$ cat config.mk
export PLATFORM = sky130hd
export DESIGN_NAME = tof_readout_scheduler
export DESIGN_NICKNAME = d
export VERILOG_FILES = /design/src/rtl/tof_readout_scheduler.sv
export SDC_FILE = /design/constraint.sdc
export NUM_CORES = 1
export LEC_CHECK = 0
export CAP_MARGIN = 20
export CELL_PAD_IN_SITES_DETAIL_PLACEMENT = 0
export CELL_PAD_IN_SITES_GLOBAL_PLACEMENT = 2
export CORE_AREA = 5 5 155 157
export CTS_CLUSTER_DIAMETER = 120
export DETAILED_ROUTE_END_ITERATION = 16
export DIE_AREA = 0 0 160 162
export GPL_ROUTABILITY_DRIVEN = 0
export GPL_TIMING_DRIVEN = 0
export PLACE_DENSITY = 0.92
export SLEW_MARGIN = 20
export SYNTH_ARGS = -nofsm -noshare
export SYNTH_HDL_FRONTEND = slang
export SYNTH_SLANG_ARGS = --single-unit
export TNS_END_PERCENT = 30
$ cat constraint.sdc
create_clock -name clk -period 7.85 [get_ports clk]
set_input_delay 1.57 -clock clk [delete_from_list [all_inputs] [get_ports clk]]
set_output_delay 1.57 -clock clk [all_outputs]
set_load 0.1 [all_outputs]
$ cat src/rtl/tof_readout_scheduler.sv
// tof_readout_scheduler: round-robin ToF sensor readout with settle delay and FWFT output FIFO
module tof_readout_scheduler #(
  parameter int FIFO_DEPTH    = 8,
  parameter int SETTLE_CYCLES = 1
) (
  input  logic        clk,
  input  logic        reset,
  input  logic [7:0]  ready_in,
  input  logic [21:0] data_in,
  input  logic [7:0]  enable_mask,
  output logic [2:0]  tof_index,
  output logic        out_valid,
  output logic [24:0] out_data,
  input  logic        out_ready,
  output logic [4:0]  fifo_level,
  output logic [7:0]  drop_count,
  output logic        busy
);
  localparam int AW = $clog2(FIFO_DEPTH);
  typedef enum logic [1:0] {SCAN, SETTLE, CAPTURE} state_t;
  state_t        state;
  logic [7:0]    pending, req, clr;
  logic [2:0]    grant, last_grant, pick;
  logic [3:0]    cnt;
  logic [24:0]   mem [FIFO_DEPTH];
  logic [AW-1:0] wr_ptr, rd_ptr;
  logic          cap, full, pop, push;
  assign req        = pending & enable_mask;
  assign cap        = state == CAPTURE;
  assign full       = fifo_level == 5'(FIFO_DEPTH);
  assign out_valid  = fifo_level != 5'd0;
  assign pop        = out_valid & out_ready;
  assign push       = cap & (~full | pop);
  assign clr        = cap ? 8'b1 << grant : 8'b0;
  assign busy       = state != SCAN;
  assign out_data   = mem[rd_ptr];
  // Walk downward so the nearest requester after last_grant is the final assignment.
  always_comb begin
    pick = last_grant;
    for (int k = 7; k >= 0; k--)
      if (req[3'(last_grant + 3'(k) + 3'd1)]) pick = 3'(last_grant + 3'(k) + 3'd1);
  end
  always_ff @(posedge clk or negedge reset) begin
    if (!reset) begin
      state      <= SCAN;
      pending    <= '0;
      grant      <= '0;
      last_grant <= 3'd7;
      tof_index  <= '0;
      cnt        <= '0;
      wr_ptr     <= '0;
      rd_ptr     <= '0;
      fifo_level <= '0;
      drop_count <= '0;
    end else begin
      pending <= ready_in | (pending & ~clr);
      if (state == SCAN && req != 8'd0) begin
        grant     <= pick;
        tof_index <= pick;
        cnt       <= '0;
        state     <= SETTLE;
      end else if (state == SETTLE) begin
        cnt <= cnt + 4'd1;
        if (cnt == 4'(SETTLE_CYCLES - 1)) state <= CAPTURE;
      end else if (cap) begin
        last_grant <= grant;
        state      <= SCAN;
      end
      if (push) wr_ptr <= wr_ptr + 1'b1;
      if (pop) rd_ptr <= rd_ptr + 1'b1;
      fifo_level <= fifo_level + 5'(push) - 5'(pop);
      if (cap & full & ~pop & (drop_count != 8'hFF)) drop_count <= drop_count + 8'd1;
    end
  end
  always_ff @(posedge clk)
    if (push) mem[wr_ptr] <= {grant, data_in};
endmodule

==> results.tsv <==
metric	value	unit
Worst-Skew Late Latency	0.53	ns
max frequency	200	MHz
DRT Pass-1 Iters	5	
clock-pin slew on the worst setup and hold paths	0.06	ns
Seq/Total Area, Yosys	0.672	
Final Hold Fails	0	
Post-Layout Inst Area	12700	um^2
Synth area leaders	edfxtp_1, mux4_2, dfrtp_1, mux2_2, ha_1	
Nets	783	
critical path peak fanout	10	
total track usage	0.175	
status	complete, no violations	
post-route ant nets	0	
Setup violations, final	0	
Post-DP HPWL	15800	um
most numerous cell on the critical path	clkbuf_1	
vias per cell	5.73	
IO buf count	83	
TritonCTS clock tree	built	
Mapped Avg Cell Area	17.6	um^2
initial antenna violation count	0	
deepest clock path buffer count	3	
DRT iter0 DRCs	463	
# Post-CTS Setup Buffers	0	
I/O pins	84	
crit-path cells	clkbuf_1, clkbuf_1, mux4_2, mux2_2, clkdlybuf4s50_1	
H-Tree Depth	1	
Max-Cap Viols	0	
via count	5890	
Max-slew headroom	0.307	
FILL cells	1667	
dominant cell type by area after synthesis	edfxtp_1	
Final Max Tran Viols	0	
Seq cells post-synth	239	
YS warnings	0	
final WL	22400	um
CP top delay family	buffers and inverters	
Post-synth EDFFs	200	
routed len/inst	21.8	um
post-route minimum period	5.00	ns
Crit Path Category	register to primary output	
Netlist Area Pre-Place	10400	um^2
Setup crit start kind	register	
syn nets	646	
Die W	160	um
clk root buf	clkbuf_16	
Die Y	162	um
Slowest-stage cell, CP	clkdlybuf4s50_1	
initial core utilization	0.465	
WP data arrival	3.43	ns
largest stage delay on the critical path	0.97	ns
hold slack final	0.491	ns
die area	25900	um^2
Worst Tran Pin Value	1.04	ns
total CTS buffers	25	
num rows	55	
skew final	0.0211	ns
Netlist cell types	58	
Synth-to-Final Area Change	22.3	%
Place WS	3.37	ns
Syn Inst Count	589	
drt drc	0	
setup ws final	2.85	ns
GRT overflow	0	
Worst Path Buf+Inv	3	
Clock Sinks	239	
share of cells above drive strength 1	0.249	
Hold Crit Class	register to register	
CORE AREA	22400	um^2
period utilization	0.636	
Main synth FF type	edfxtp_1	
RSZ-0062 raised after global routing	false	
# hold bufs at CTS	0	
asr flop ratio synth	0.163	
vias in the first global route	6279	
first-pass GRT wire length	36000	um
largest net degree at the start of global routing	31	
post-CTS sizing	0	
worst path required time	6.28	ns
area post-placement	11900	um^2
Crit. End Element	primary output	
ANT cells	0	
top cell type's share of synthesized area	0.578	
cells in the final DEF, fill, tap and decap left out, types with 3 or more instances in the layout:
master | synthesis | final
mux2_2 | 28 | 28
inv_1 | 14 | 14
nand2b_1 | 7 | 7
nor2_1 | 13 | 12
nand4_1 | 6 | 6
buf_4 | 2 | 12
nand3b_1 | 5 | 5
xnor2_1 | 10 | 10
clkinv_1 | 0 | 5
buf_6 | 0 | 7
mux2i_1 | 9 | 9
nand2_1 | 41 | 41
ha_1 | 15 | 15
bufinv_16 | 0 | 5
xor2_1 | 8 | 8
o21ai_0 | 12 | 12
nor3_1 | 5 | 3
edfxtp_1 | 200 | 200
nand3_1 | 16 | 16
a21o_1 | 7 | 7
and2_1 | 8 | 8
buf_2 | 10 | 19
o22a_1 | 3 | 3
clkbuf_1 | 13 | 16
o31ai_1 | 4 | 4
dfstp_2 | 3 | 3
dfrtp_1 | 36 | 36
buf_1 | 3 | 3
clkdlybuf4s50_1 | 0 | 82
mux4_2 | 63 | 63
a21oi_1 | 10 | 10
clkbuf_16 | 0 | 25
clkinv_2 | 0 | 3
synthesized netlist by cell type, drive strengths merged (3+ instances only):
cell	count
xor2	8
dfrtp	36
nand2b	7
nand3	16
buf	15
edfxtp	200
and2	8
o22a	3
o31ai	4
ha	15
nor3	5
dfstp	3
nand3b	5
o21ai	13
xnor2	11
nor2	13
mux2	28
clkbuf	13
nand4	6
mux2i	9
a21o	7
inv	14
a21oi	10
nand2	41
mux4	63
cells by family after synthesis:
| logic type | after synthesis | share of synthesized area |
|---|---|---|
| compound gates | 60 | 0.0419 |
| xor+xnor | 20 | 0.0190 |
| fa+ha+maj | 16 | 0.0200 |
| buf+inv | 42 | 0.0171 |
| flops | 239 | 0.672 |
| mux | 100 | 0.176 |
| simple gates | 112 | 0.0540 |
stage by stage:
step	util	cells	TNS (ns)
final	0.568	1028	0
after CTS	0.568	1028	0
after global routing	0.568	1028	0
after global placement	0.518	957	-16.83
after floorplan	-	589	0
after detailed placement	0.530	984	0
routing by layer:
metal  vias up  wire length, um  global-route usage
met5         -                0                   0
met4         0              387              0.0368
met3        43             1180              0.0266
met2       204            11000               0.295
met1      3009             9890               0.246
li1       2634                -                   -
worst paths after layout:
| kind | depth (start not counted) | slack, ns | end | from |
|---|---|---|---|---|
| hold / removal | 1 | 0.49 | cnt[3] | cnt[3] |
| min in group asynchronous | 1 | 0.92 | pending[1] | reset |
| setup / recovery | 5 | 2.85 | out_data[12] | rd_ptr[1] |
| max in group asynchronous | 2 | 6.41 | last_grant[2] | reset |
| setup reg to reg | 10 | 4.46 | grant[1] | last_grant[1] |
| hold reg to reg | 1 | 0.49 | cnt[3] | cnt[3] |
sequential cells by signal, summed over array words and instances, names as in the netlist:
signal and flops:
cnt 4, drop_count 8, fifo_level 5, grant 3, last_grant 3, mem 200, pending 8, rd_ptr 3
state 2, wr_ptr 3
area by class of cell:
type | instances | area [um^2] | share of cell area
Tap cell | 285 | 357 | 0.0281
Clock inverter | 16 | 221 | 0.0174
Buffer | 28 | 125 | 0.00984
Multi-Input combinational cell | 308 | 3270 | 0.257
Clock buffer | 28 | 637 | 0.0501
Timing Repair Buffer | 110 | 1060 | 0.0834
Sequential cell | 239 | 6990 | 0.550
Inverter | 14 | 52.6 | 0.00413
Power is left out: the tool's default activity adds up to more than one toggle a clock period on the data nets, which glitch-free logic cannot reach.
